$ cat src/rtl/seg_scan_if.sv
// Display-readback bus: the multiplexed 7-seg lines being monitored plus the decoded frame results.
// The display driver side is the master; the decoder consumes the lines and produces the frame.
interface seg_scan_if #(
    parameter int DIGITS = 4
);
    logic [6:0]          Segmentos;
    logic [DIGITS-1:0]   Anodos;
    logic [4*DIGITS-1:0] Dato;
    logic                Valido;
    logic                Error;
    logic [DIGITS-1:0]   Invalidos;

    modport master (
        output Segmentos,
        output Anodos,
        input  Dato,
        input  Valido,
        input  Error,
        input  Invalidos
    );

    modport slave (
        input  Segmentos,
        input  Anodos,
        output Dato,
        output Valido,
        output Error,
        output Invalidos
    );
endinterface

$ cat src/rtl/seg_scan_decoder.sv
// Monitors an active-low multiplexed 7-seg bus, debounces each digit dwell, decodes the segment
// pattern back to a hex nibble and publishes a full frame once every digit has been captured.
module seg_scan_decoder #(
    parameter int DIGITS        = 4,
    parameter int STABLE_CYCLES = 8,
    parameter int CNT_W         = 4
) (
    input  logic       Clk,
    input  logic       Reset,
    seg_scan_if.slave  bus
);
    localparam logic [CNT_W-1:0] CNT_MAX = CNT_W'(STABLE_CYCLES - 1);
    localparam logic [CNT_W-1:0] CNT_PRE = CNT_W'(STABLE_CYCLES - 2);

    typedef enum logic {
        ST_WAIT,
        ST_HELD
    } dwell_state_t;

    logic [6:0]          seg_s1_reg;
    logic [6:0]          seg_s2_reg;
    logic [6:0]          seg_prev_reg;
    logic [DIGITS-1:0]   an_s1_reg;
    logic [DIGITS-1:0]   an_s2_reg;
    logic [DIGITS-1:0]   an_prev_reg;

    logic [CNT_W-1:0]    cnt_reg;
    logic [CNT_W-1:0]    cnt_next;
    dwell_state_t        state_reg;
    dwell_state_t        state_next;

    logic                changed;
    logic [DIGITS-1:0]   an_low;
    logic                one_low;
    logic                capture;
    logic [DIGITS-1:0]   cap_vec;
    logic [4:0]          decoded;

    logic [3:0]          slot_reg [DIGITS];
    logic [DIGITS-1:0]   slot_inv_reg;
    logic [DIGITS-1:0]   mask_reg;
    logic [DIGITS-1:0]   mask_next;
    logic                publish;
    logic [4*DIGITS-1:0] frame;

    logic [4*DIGITS-1:0] dato_reg;
    logic                valido_reg;
    logic                error_reg;
    logic [DIGITS-1:0]   invalidos_reg;

    // Returns {invalid, nibble}; unknown patterns decode to nibble 0 with the invalid bit set.
    function automatic logic [4:0] decode_seg(input logic [6:0] pattern);
        logic [4:0] result;
        case (pattern)
            7'b1000000: result = 5'h00;
            7'b1111001: result = 5'h01;
            7'b0100100: result = 5'h02;
            7'b0110000: result = 5'h03;
            7'b0011001: result = 5'h04;
            7'b0010010: result = 5'h05;
            7'b0000010: result = 5'h06;
            7'b1111000: result = 5'h07;
            7'b0000000: result = 5'h08;
            7'b0011000: result = 5'h09;
            7'b0001000: result = 5'h0A;
            7'b0000011: result = 5'h0B;
            7'b1000110: result = 5'h0C;
            7'b0100001: result = 5'h0D;
            7'b0000110: result = 5'h0E;
            7'b0001110: result = 5'h0F;
            default:    result = 5'h10;
        endcase
        return result;
    endfunction

    // Two-stage synchronizer plus a one-cycle history of the synced bus for change detection.
    always_ff @(posedge Clk) begin
        if (Reset) begin
            seg_s1_reg   <= '1;
            seg_s2_reg   <= '1;
            seg_prev_reg <= '1;
            an_s1_reg    <= '1;
            an_s2_reg    <= '1;
            an_prev_reg  <= '1;
        end else begin
            seg_s1_reg   <= bus.Segmentos;
            seg_s2_reg   <= seg_s1_reg;
            seg_prev_reg <= seg_s2_reg;
            an_s1_reg    <= bus.Anodos;
            an_s2_reg    <= an_s1_reg;
            an_prev_reg  <= an_s2_reg;
        end
    end

    always_comb begin
        changed = (an_s2_reg != an_prev_reg) || (seg_s2_reg != seg_prev_reg);
        an_low  = ~an_s2_reg;
        one_low = (an_low != '0) && ((an_low & (an_low - DIGITS'(1))) == '0);
        decoded = decode_seg(seg_s2_reg);
    end

    always_comb begin
        cnt_next = cnt_reg;
        if (changed) begin
            cnt_next = '0;
        end else if (cnt_reg != CNT_MAX) begin
            cnt_next = cnt_reg + CNT_W'(1);
        end
    end

    always_ff @(posedge Clk) begin
        if (Reset) begin
            cnt_reg   <= '0;
            state_reg <= ST_WAIT;
        end else begin
            cnt_reg   <= cnt_next;
            state_reg <= state_next;
        end
    end

    // Capture fires on the edge where the counter reaches its saturation value, once per dwell.
    always_comb begin
        state_next = state_reg;
        capture    = 1'b0;
        if (changed) begin
            state_next = ST_WAIT;
        end else begin
            case (state_reg)
                ST_WAIT: begin
                    if (cnt_reg == CNT_PRE && one_low) begin
                        capture    = 1'b1;
                        state_next = ST_HELD;
                    end
                end
                ST_HELD: state_next = ST_HELD;
                default: state_next = ST_WAIT;
            endcase
        end
    end

    always_comb begin
        cap_vec   = capture ? an_low : '0;
        publish   = &mask_reg;
        mask_next = (publish ? '0 : mask_reg) | cap_vec;
    end

    always_ff @(posedge Clk) begin
        if (Reset) begin
            mask_reg     <= '0;
            slot_inv_reg <= '0;
            for (int i = 0; i < DIGITS; i++) begin
                slot_reg[i] <= 4'h0;
            end
        end else begin
            mask_reg <= mask_next;
            for (int i = 0; i < DIGITS; i++) begin
                if (cap_vec[i]) begin
                    slot_reg[i]     <= decoded[3:0];
                    slot_inv_reg[i] <= decoded[4];
                end
            end
        end
    end

    generate
        for (genvar gi = 0; gi < DIGITS; gi++) begin : g_frame
            assign frame[4*gi +: 4] = slot_reg[gi];
        end
    endgenerate

    always_ff @(posedge Clk) begin
        if (Reset) begin
            dato_reg      <= '0;
            valido_reg    <= 1'b0;
            error_reg     <= 1'b0;
            invalidos_reg <= '0;
        end else begin
            valido_reg <= publish;
            if (publish) begin
                dato_reg      <= frame;
                invalidos_reg <= slot_inv_reg;
                error_reg     <= |slot_inv_reg;
            end
        end
    end

    assign bus.Dato      = dato_reg;
    assign bus.Valido    = valido_reg;
    assign bus.Error     = error_reg;
    assign bus.Invalidos = invalidos_reg;

endmodule

$ cat src/flat_wrapper.sv
// flat-port wrapper written by rule: the top's interface ports become plain ports
module seg_scan_decoder_flat 
#(
    parameter int DIGITS        = 4,
    parameter int STABLE_CYCLES = 8,
    parameter int CNT_W         = 4
)
  (Clk, Reset, bus_Segmentos, bus_Anodos, bus_Dato, bus_Valido, bus_Error, bus_Invalidos);
  seg_scan_if #(.DIGITS(DIGITS)) bus_i ();
  input  logic Clk;
  input  logic Reset;
  input wire logic [$bits(bus_i.Segmentos)-1:0] bus_Segmentos;
  input wire logic [$bits(bus_i.Anodos)-1:0] bus_Anodos;
  output wire logic [$bits(bus_i.Dato)-1:0] bus_Dato;
  output wire logic [$bits(bus_i.Valido)-1:0] bus_Valido;
  output wire logic [$bits(bus_i.Error)-1:0] bus_Error;
  output wire logic [$bits(bus_i.Invalidos)-1:0] bus_Invalidos;
  assign bus_i.Segmentos = bus_Segmentos;
  assign bus_i.Anodos = bus_Anodos;
  assign bus_Dato = bus_i.Dato;
  assign bus_Valido = bus_i.Valido;
  assign bus_Error = bus_i.Error;
  assign bus_Invalidos = bus_i.Invalidos;
  seg_scan_decoder #(.DIGITS(DIGITS), .STABLE_CYCLES(STABLE_CYCLES), .CNT_W(CNT_W)) u_core (.Clk(Clk), .Reset(Reset), .bus(bus_i));
endmodule
$ cat config.mk
export PLATFORM = sky130hd
export DESIGN_NAME = seg_scan_decoder_flat
export DESIGN_NICKNAME = d
export VERILOG_FILES = /design/src/rtl/seg_scan_if.sv /design/src/rtl/seg_scan_decoder.sv /design/src/flat_wrapper.sv
export SDC_FILE = /design/constraint.sdc
export NUM_CORES = 1
export LEC_CHECK = 0
export BUFFER_PORTS_ARGS = -buffer_cell sky130_fd_sc_hd__buf_2
export CAP_MARGIN = 20
export CORE_MARGIN = 2
export CORE_UTILIZATION = 65
export CTS_BUF_LIST = sky130_fd_sc_hd__clkbuf_4
export CTS_CLUSTER_SIZE = 30
export DETAILED_ROUTE_END_ITERATION = 7
export PLACE_DENSITY = 0.87
export SYNTH_ARGS = -nofsm -noshare
export SYNTH_HDL_FRONTEND = slang
export SYNTH_SLANG_ARGS = --single-unit
$ cat constraint.sdc
create_clock -name Clk -period 4.3 [get_ports Clk]
set_input_delay 0.86 -clock Clk [delete_from_list [all_inputs] [get_ports Clk]]
set_output_delay 0.86 -clock Clk [all_outputs]
set_load 0.01 [all_outputs]
Word level (Yosys, flattened, before mapping)
Memory sizes are Yosys's and may differ from the RTL's. A register that Yosys moved wholly into a read port is not among the register bits.
Index checks and enable logic that the tools add are counted.
- register bits: 52
- bits of input ports: 13
- logic and storage cells: 80
- output and inout bits: 22
- memories: 1
- memory bits (writable): 16
- add/subtract/negate cells: 2
- muxes and demuxes: 25
- reductions and logical operators: 9
- eq/ne operators: 19
- bitwise gates (word level): 8
- memories (memory ; depth ; width ; rd ports ; clocked after Yosys merged registers in ; wr ports ; RTL line ; RTL):
    u_core.slot_reg ; 4 ; 4 ; 4 ; 4 ; 4 ; seg_scan_decoder.sv:39 ; logic [3:0] slot_reg [DIGITS];
- operators with widths (kind ; number):
    5-bit case mux with 16 select lines ; 1
    7-bit equality test, second input constant ; 4
    4-bit two-way mux ; 6
    7-bit by 5-bit equality test with 1-bit output, second input constant ; 3
    7-bit by 6-bit equality test with 1-bit output, second input constant ; 3
    1-bit two-way mux ; 17
    7-bit by 2-bit equality test with 1-bit output, second input constant ; 2
    7-bit by 4-bit equality test with 1-bit output, second input constant ; 2
    7-bit by 3-bit equality test with 1-bit output, second input constant ; 1
    7-bit logical NOT ; 1
    7-bit != test ; 1
    4-bit by 1-bit adder with 4-bit output, second input constant ; 1
    4-bit AND ; 1
    4-bit by 3-bit equality test with 1-bit output, second input constant ; 1
    4-bit logical NOT ; 1
    4-bit by 3-bit != test with 1-bit output, second input constant ; 1
    4-bit != test ; 1
    4-bit NOT ; 1
    1-bit bitwise OR ; 4
    4-bit bitwise OR ; 1
    4-bit AND reduction ; 1
    4-bit nonzero test ; 1
    4-bit OR reduction ; 1
    4-bit by 1-bit subtractor with 4-bit output, second input constant ; 1
    5 further kinds ; 6

Depth between registers and ports, before layout
Gate-level depths: netlist (run 1).
- depth in word-level cells: 14
- depth in mapped cells: 8
- gate-level depth less buffers: 5

Worst setup path before layout (run 1)
OpenSTA, ideal clock, no wires.
- path type: reg2reg
- start: register u_core.an_s2_reg[3]
- end: memory u_core.slot_reg[1][0], enable pin
- data required time: 3.939 ns
- clock period less this slack: 2.261 ns
- arrival: 1.900 ns
- setup slack: 2.039 ns
- cell stages (with the launch flop): 9
- buffers on the path: 3
- path through: dfxtp_1 -> buf_6 -> xnor2_2 -> nand4_1 -> or3_1 -> buf_2 -> or2_4 -> buf_6 -> o21ai_0
- RTL lines (element ; RTL line ; RTL):
    start, declared ; seg_scan_decoder.sv:24 ; logic [DIGITS-1:0] an_s2_reg;
    start signal, assigned ; seg_scan_decoder.sv:90 ; an_s2_reg <= an_s1_reg;
    end, declared ; seg_scan_decoder.sv:39 ;

==> results of run 1 <==
layer usage:
| metal | vias up | GRT usage | part of all wire |
|---|---|---|---|
| li1 | 1203 | - | - |
| met1 | 1038 | 0.255 | 0.44 |
| met2 | 69 | 0.357 | 0.48 |
| met3 | 11 | 0.0714 | 0.062 |
| met4 | 0 | 0.103 | 0.015 |
| met5 | - | 0 | 0 |
final cells by class:
cell class,count,share of cell area
clock buffer,11,0.0231
tap,67,0.0235
multi-input combinational,224,0.368
inverter,4,0.00421
clock inverter,5,0.0147
sequential,84,0.516
timing repair buffer,35,0.0498
report_power, final:
part           switching [mW]  internal [mW]
Combinational          0.0272         0.0255
Clock                   0.249          0.188
Sequential             0.0166          0.819
Total                   0.293           1.03
cell usage after synthesis (3+ instances only):
library cell and n:
dfxtp_1 68, nand2_1 52, or2_2 33, a21oi_1 25
nor2_1 20, edfxtp_1 16, clkbuf_1 14, xnor2_1 12
o21ai_0 8, buf_2 6, nand3_1 6, nand4_1 6
nor3_1 6, o211ai_1 5, o311ai_0 5, buf_6 4
inv_1 4, nand2b_1 3, nand4b_1 3, nor3b_1 3
o31ai_1 3, o41ai_1 3
cell families (layout without fill, tap and decap cells):
family / Yosys count / in the layout / share of synthesized area
flops: 84 / 84 / 0.557
simple gates: 153 / 153 / 0.249
xor+xnor: 13 / 13 / 0.0367
buf+inv: 29 / 55 / 0.0454
fa+ha+maj: 2 / 2 / 0.00757
compound gates: 56 / 56 / 0.104
worst max path at each step:
stage / start / to / slack (ns) / depth (start not counted)
floorplan: u_core.an_s2_reg[3] / u_core.slot_reg[1][0] / 2.04 / 8
global placement: u_core.seg_s2_reg[5] / u_core.slot_reg[0][0] / 1.78 / 5
detailed placement: u_core.seg_s2_reg[5] / u_core.slot_reg[0][2] / 1.69 / 5
CTS: u_core.seg_s2_reg[5] / u_core.slot_reg[0][3] / 1.66 / 5
global route: u_core.seg_s2_reg[5] / u_core.slot_reg[0][3] / 1.48 / 5
finish: u_core.seg_s2_reg[5] / u_core.slot_reg[0][3] / 1.65 / 5
stage by stage:
step | setup WS [ns] | area, sq um
after floorplan | 2.04 | 3310
after global placement | 1.78 | 3430
after detailed placement | 1.69 | 3430
after CTS | 1.66 | 3570
after global routing | 1.48 | 3570
final | 1.65 | 3570
==> reports/metrics.cfg, run 1 <==
[hold_path]
holdPathEnd = u_core.seg_s2_reg[6]
hp-start = u_core.seg_s1_reg[6]
worstHoldPathCells = 1
min_path_type = reg -> reg

[synthesis]
synth_area_sq_um = 3310
synth-async-reset-ratio = 0
yosysWarnings = 0
yosysSeqAreaShare = 0.557
ys_ff_latch = 84
synth_ff_type = dfxtp_1
synth_top_cell_by_area = dfxtp_1
ys_types = 45
synth.top_cell.area_share = 0.412
avgSynthCellArea_sq_um = 9.81
synthCells = 337
synth_area_leaders = dfxtp_1 41%, edfxtp_1 15%, or2_2 6.2%
synth_edf_count = 16
synth_nets = 352

[timing]
hold_viol_final = 0
setup_viol = 0
worst_pin_slew_ns = 0.899
fin_crit_sh = 0.617
fmax_mhz = 377
min_period_ns = 2.65
hold_slack_ns = 0.419
relSlewSlack = 0.393
drv_slew = 0
rsz0062_at_grt = no
skew_ns = 0.0144
tns_ns = 0

[place]
dp_hpwl_mm = 3.96
finalWeightedCongestion = 0.896
port_buffers = 34
dp.cells = 414

[power]
p_leak_nw = 1.32
power_density_nw_per_um2 = 372
ir_drop_mv = 0.288
power.total_mw = 1.33

[clock_tree]
cts_tree = yes
clkLatencyLatePin_ns = 0.42
cts_buffers = 9
clkTransAtPathRegs_ns = 0.12
clock-sinks = 84
ctsResizeCount = 0
cts_setup_buffers = 0
cts_buffer_depth = 2
htreeDepth = 3
root_buffer = clkbuf_4
ctsHoldBuffers = 0

[global_routing]
grt_pass1_vias = 2056
grt_max_degree = 32
grt_overflow = 0
track_usage = 0.216
grt_pass1_wl_mm = 9.09
antenna_found_initial = 0

[cells_and_area]
syn_to_final_growth_pct = 7.91
num_antenna_cells = 0
num-nets-final = 373
drive_above_1_share = 0.248
final_cell_mix = 68 x dfxtp_1, 52 x nand2_1, 34 x buf_2
fin_cells = 430
fillCellCount = 369
multiInputGateArea_sq_um = 1310
post-route-util = 0.741
layout_commonest_cell = dfxtp_1
register_area_sq_um = 1840

[route]
firstDrtPassIters = 4
wl_per_cell_microns = 13.0
via_per_inst = 5.40
drcViolationCount = 0
drt_iter0_markers = 129
postRouteAntennaNets = 0
vias = 2321
wirelength_mm = 5.57

[critical_path]
start_kind = register
crit_chain = xnor2_1 > nand4_1 > or3_1 > or2_4 > o21ai_0
crit_buf_inv = 0
endpoint_kind = register
max_stage_delay_ns = 0.64
crit_family = simple AND/OR/NAND/NOR gates
reg2reg_depth = 5
cp_max_fo = 16
r2r_end = u_core.slot_reg[0][3]
reg2reg_from = u_core.seg_s2_reg[5]
critPathKind = reg -> reg
crit_arrival_ns = 2.72
slowest_stage = dfxtp_1
cp.required_ns = 4.37
reg2reg_setup_slack_ns = 1.65

[outcome]
status = finished clean

[floorplanning]
die_w_microns = 75.3
core_area_sq_um = 4820
die_y_microns = 75.3
die_area_sq_um = 5670
boundaryPins = 35
initial_core_util = 0.686
row_count = 25

[run]
drv_cap = 0

(Power assumes the default switching activity.)
==> inputs of run 2 (changes only) <==
--- a/config.mk
+++ b/config.mk
@@ -8,11 +8,11 @@
 export BUFFER_PORTS_ARGS = -buffer_cell sky130_fd_sc_hd__buf_2
 export CAP_MARGIN = 20
 export CORE_MARGIN = 2
-export CORE_UTILIZATION = 65
+export CORE_UTILIZATION = 60
 export CTS_BUF_LIST = sky130_fd_sc_hd__clkbuf_4
 export CTS_CLUSTER_SIZE = 30
 export DETAILED_ROUTE_END_ITERATION = 7
-export PLACE_DENSITY = 0.87
+export PLACE_DENSITY = 0.81
 export SYNTH_ARGS = -nofsm -noshare
 export SYNTH_HDL_FRONTEND = slang
 export SYNTH_SLANG_ARGS = --single-unit
==> constraint.sdc (replaced) <==
create_clock -name Clk -period 2.6 [get_ports Clk]
set_input_delay 0.52 -clock Clk [delete_from_list [all_inputs] [get_ports Clk]]
set_output_delay 0.52 -clock Clk [all_outputs]
set_load 0.01 [all_outputs]
==> reports/metrics.cfg, run 2 (same netlist as run 1, synthesis figures left out) <==
[outcome]
status = finished clean

[critical_path]
critPathKind = reg -> reg
reg2reg_from = u_core.seg_s2_reg[0]
crit_buf_inv = 1
cp_max_fo = 16
max_stage_delay_ns = 0.63
reg2reg_setup_slack_ns = 0.24
crit_chain = xnor2_1 > nand4_1 > or3_1 > or2_4 > o21ai_0 > buf_4
cp.required_ns = 2.76
start_kind = register
cp.depth = 6
reg2reg_depth = 6
crit_arrival_ns = 2.53
slowest_stage = dfxtp_1
crit_family = simple AND/OR/NAND/NOR gates
endpoint_kind = register
r2r_end = u_core.slot_reg[1][2]

[place]
port_buffers = 34
placed_cell_area_sq_um = 3480
dp_hpwl_mm = 4.10
dp.cells = 425
place_ws_ns = 0.226
finalWeightedCongestion = 0.870

[timing]
drv_slew = 0
min_period_ns = 2.36
hold_slack_ns = 0.262
tns_ns = 0
fin_crit_sh = 0.909
fmax_mhz = 423
skew_ns = 0.0175
hold_viol_final = 0
rsz0062_at_grt = no
setup_viol = 0
worst_pin_slew_ns = 0.852
worst_slack_ns = 0.235
relSlewSlack = 0.431

[clock_tree]
root_buffer = clkbuf_4
clkLatencyLatePin_ns = 0.44
ctsHoldBuffers = 0
cts_setup_buffers = 0
cts_buffer_depth = 2
htreeDepth = 3
clkTransAtPathRegs_ns = 0.13
cts_buffers = 9
cts_tree = yes
ctsResizeCount = 0
clock-sinks = 84

[floorplanning]
boundaryPins = 35
die_y_microns = 78.2
row_count = 27
die_w_microns = 78.2
initial_core_util = 0.612
die_area_sq_um = 6120
core_area_sq_um = 5410

[hold_path]
worstHoldPathCells = 2
hp-start = bus_Segmentos[6]
min_path_type = in -> reg
holdPathEnd = u_core.seg_s1_reg[6]

[route]
via_per_inst = 5.44
drcViolationCount = 0
postRouteAntennaNets = 0
vias = 2401
drt_iter0_markers = 154
wirelength_mm = 5.75
firstDrtPassIters = 4
wl_per_cell_microns = 13.0

[cells_and_area]
drive_above_1_share = 0.260
layout_commonest_cell = dfxtp_1
syn_to_final_growth_pct = 8.89
num-nets-final = 379
post-route-util = 0.666
fillCellCount = 451
fin_cells = 441
fin_area_sq_um = 3600
num_antenna_cells = 0
final_cell_mix = 68 x dfxtp_1, 52 x nand2_1, 34 x buf_2

[global_routing]
grt_pass1_vias = 2120
grt_overflow = 0
track_usage = 0.205
grt_max_degree = 35
grt_pass1_wl_mm = 9.72
antenna_found_initial = 0

[power]
p_leak_nw = 1.35
power_density_nw_per_um2 = 589
power.total_mw = 2.12
ir_drop_mv = 0.402

[run]
drv_cap = 0

run 2: cell type report:
type	count	area, sq um	share of cell area
Clock buffer	9	67.6	0.0188
Clock inverter	7	48.8	0.0136
Inverter	4	15.0	0.00417
Multi-Input combinational cell	224	1310	0.365
Sequential cell	84	1840	0.512
Tap cell	72	90.1	0.0250
Timing Repair Buffer	41	223	0.0619
run 2: worst max path at each step:
stage,startpoint,end,slack [ns]
floorplan,u_core.an_s2_reg[3],u_core.slot_reg[1][0],0.34
global placement,u_core.seg_s2_reg[0],u_core.slot_reg[1][2],0.29
detailed placement,u_core.seg_s2_reg[0],u_core.slot_reg[1][1],0.23
CTS,u_core.seg_s2_reg[0],u_core.slot_reg[1][2],0.22
global route,u_core.seg_s2_reg[0],u_core.slot_reg[1][2],0.03
finish,u_core.seg_s2_reg[0],u_core.slot_reg[1][2],0.24
run 2: routing by layer:
layer / routed length (microns) / up-vias / global-route usage / share of wire
met1: 2570 / 1097 / 0.245 / 0.45
li1: - / 1224 / - / -
met4: 157 / 0 / 0.109 / 0.027
met2: 2760 / 66 / 0.340 / 0.48
met3: 259 / 14 / 0.0552 / 0.045
met5: 0 / - / 0 / 0
run 2: where the power goes:
group,switching [mW],leakage (nW),total (mW),internal [mW]
Clock,0.445,0.0685,0.647,0.202
Combinational,0.0478,0.557,0.0945,0.0468
Sequential,0.0261,0.720,1.38,1.35
==> inputs of run 3 (changes only) <==
--- a/config.mk
+++ b/config.mk
@@ -8,11 +8,12 @@
 export BUFFER_PORTS_ARGS = -buffer_cell sky130_fd_sc_hd__buf_2
 export CAP_MARGIN = 20
 export CORE_MARGIN = 2
-export CORE_UTILIZATION = 60
+export CORE_UTILIZATION = 40
 export CTS_BUF_LIST = sky130_fd_sc_hd__clkbuf_4
 export CTS_CLUSTER_SIZE = 30
 export DETAILED_ROUTE_END_ITERATION = 7
-export PLACE_DENSITY = 0.81
+export MAX_ROUTING_LAYER = met4
+export RECOVER_POWER = 25
 export SYNTH_ARGS = -nofsm -noshare
 export SYNTH_HDL_FRONTEND = slang
 export SYNTH_SLANG_ARGS = --single-unit
==> reports/metrics.cfg, run 3 (same netlist as run 1, synthesis figures left out) <==
[critical_path]
cp_max_fo = 14
crit_arrival_ns = 2.46
endpoint_kind = register
start_kind = register
cp.required_ns = 2.76
critPathKind = reg -> reg

[clock_tree]
ctsHoldBuffers = 0
clkLatencyLatePin_ns = 0.43
clkTransAtPathRegs_ns = 0.13
cts_buffer_depth = 2
cts_setup_buffers = 0
root_buffer = clkbuf_4
cts_tree = yes
htreeDepth = 3
ctsResizeCount = 0
clock-sinks = 84
cts_buffers = 9

[route]
vias = 2342
wl_per_cell_microns = 12.8
firstDrtPassIters = 6
postRouteAntennaNets = 0
via_per_inst = 4.90
wirelength_mm = 6.14
drcViolationCount = 0
drt_iter0_markers = 80

[cells_and_area]
post-route-util = 0.460
layout_commonest_cell = dfxtp_1
num-nets-final = 383
drive_above_1_share = 0.263
final_cell_mix = 68 x dfxtp_1, 52 x nand2_1, 33 x buf_2
num_antenna_cells = 0
fillCellCount = 810
syn_to_final_growth_pct = 12.5
fin_area_sq_um = 3720

[global_routing]
track_usage = 0.154
grt_max_degree = 36
grt_overflow = 0
grt_pass1_vias = 2163
antenna_found_initial = 0
grt_pass1_wl_mm = 10.4

[timing]
relSlewSlack = 0.252
setup_viol = 0
rsz0062_at_grt = no
hold_slack_ns = 0.267
drv_slew = 0
fmax_mhz = 436
min_period_ns = 2.29
worst_pin_slew_ns = 1.12
fin_crit_sh = 0.883
hold_viol_final = 0
skew_ns = 0.0221
tns_ns = 0

[floorplanning]
die_area_sq_um = 9010
boundaryPins = 35
die_y_microns = 94.9
core_area_sq_um = 8090
initial_core_util = 0.408
die_w_microns = 94.9
row_count = 33

[power]
p_leak_nw = 1.38
power_density_nw_per_um2 = 626
power.total_mw = 2.33
ir_drop_mv = 0.345

[place]
port_buffers = 34
dp_hpwl_mm = 4.31
placed_cell_area_sq_um = 3550
finalWeightedCongestion = 0.829

[run]
drv_cap = 0

[hold_path]
min_path_type = in -> reg

[outcome]
status = finished clean

run 3: cell count changes in the layout (fill, tap and decap cells not counted), sizes merged:
cell / change
buf: +3
bufinv: +2
clkbuf: +1
clkinv: -1
clkinvlp: +1
inv: -2
run 3: report_power, final:
part	switching [mW]	internal, mW	leakage (nW)	total [mW]
clock	0.456	0.395	0.0865	0.851
combinational	0.0523	0.0486	0.570	0.101
sequential	0.0228	1.35	0.720	1.38
total	0.531	1.80	1.38	2.33
run 3: worst max-delay path, cell delays in order, from the launching register on:
cell and delay (ns):
dfxtp_1 0.59, xnor2_1 0.17, nand4_1 0.12, or3_1 0.47
or2_4 0.36, o21ai_0 0.18, buf_4 0.16
run 3: per-stage QoR:
| step | cells | setup slack, ns |
|---|---|---|
| global route | 478 | 0.0821 |
| floorplan | 337 | 0.339 |
| CTS | 478 | 0.278 |
| finish | 478 | 0.305 |
| global placement | 462 | 0.334 |
| detailed placement | 462 | 0.278 |
run 3: worst paths after layout:
kind / depth (start not counted) / start / to / slack, ns
setup / recovery: 6 / u_core.seg_s2_reg[2] / u_core.slot_reg[3][0] / 0.31
hold / removal: 2 / bus_Segmentos[2] / u_core.seg_s1_reg[2] / 0.27
setup reg to reg: 6 / u_core.seg_s2_reg[2] / u_core.slot_reg[3][0] / 0.31
hold reg to reg: 1 / u_core.seg_s1_reg[3] / u_core.seg_s2_reg[3] / 0.42
run 3: area by class of cell:
cell class | count | area, sq um | area share
flip-flops and latches | 84 | 1840 | 0.495
multi-input cells | 224 | 1310 | 0.353
repair buffers | 45 | 251 | 0.0676
well taps | 105 | 131 | 0.0353
clock inverters | 7 | 98.8 | 0.0266
clock buffers | 9 | 67.6 | 0.0182
inverters | 4 | 15.0 | 0.00404
run 3: metal layers:
layer	wire (microns)	vias to the layer above	GRT usage
met3	276	5	0.0383
li1	-	1232	-
met4	50	0	0.0592
met1	2940	1049	0.186
met5	0	-	-
met2	2880	56	0.250
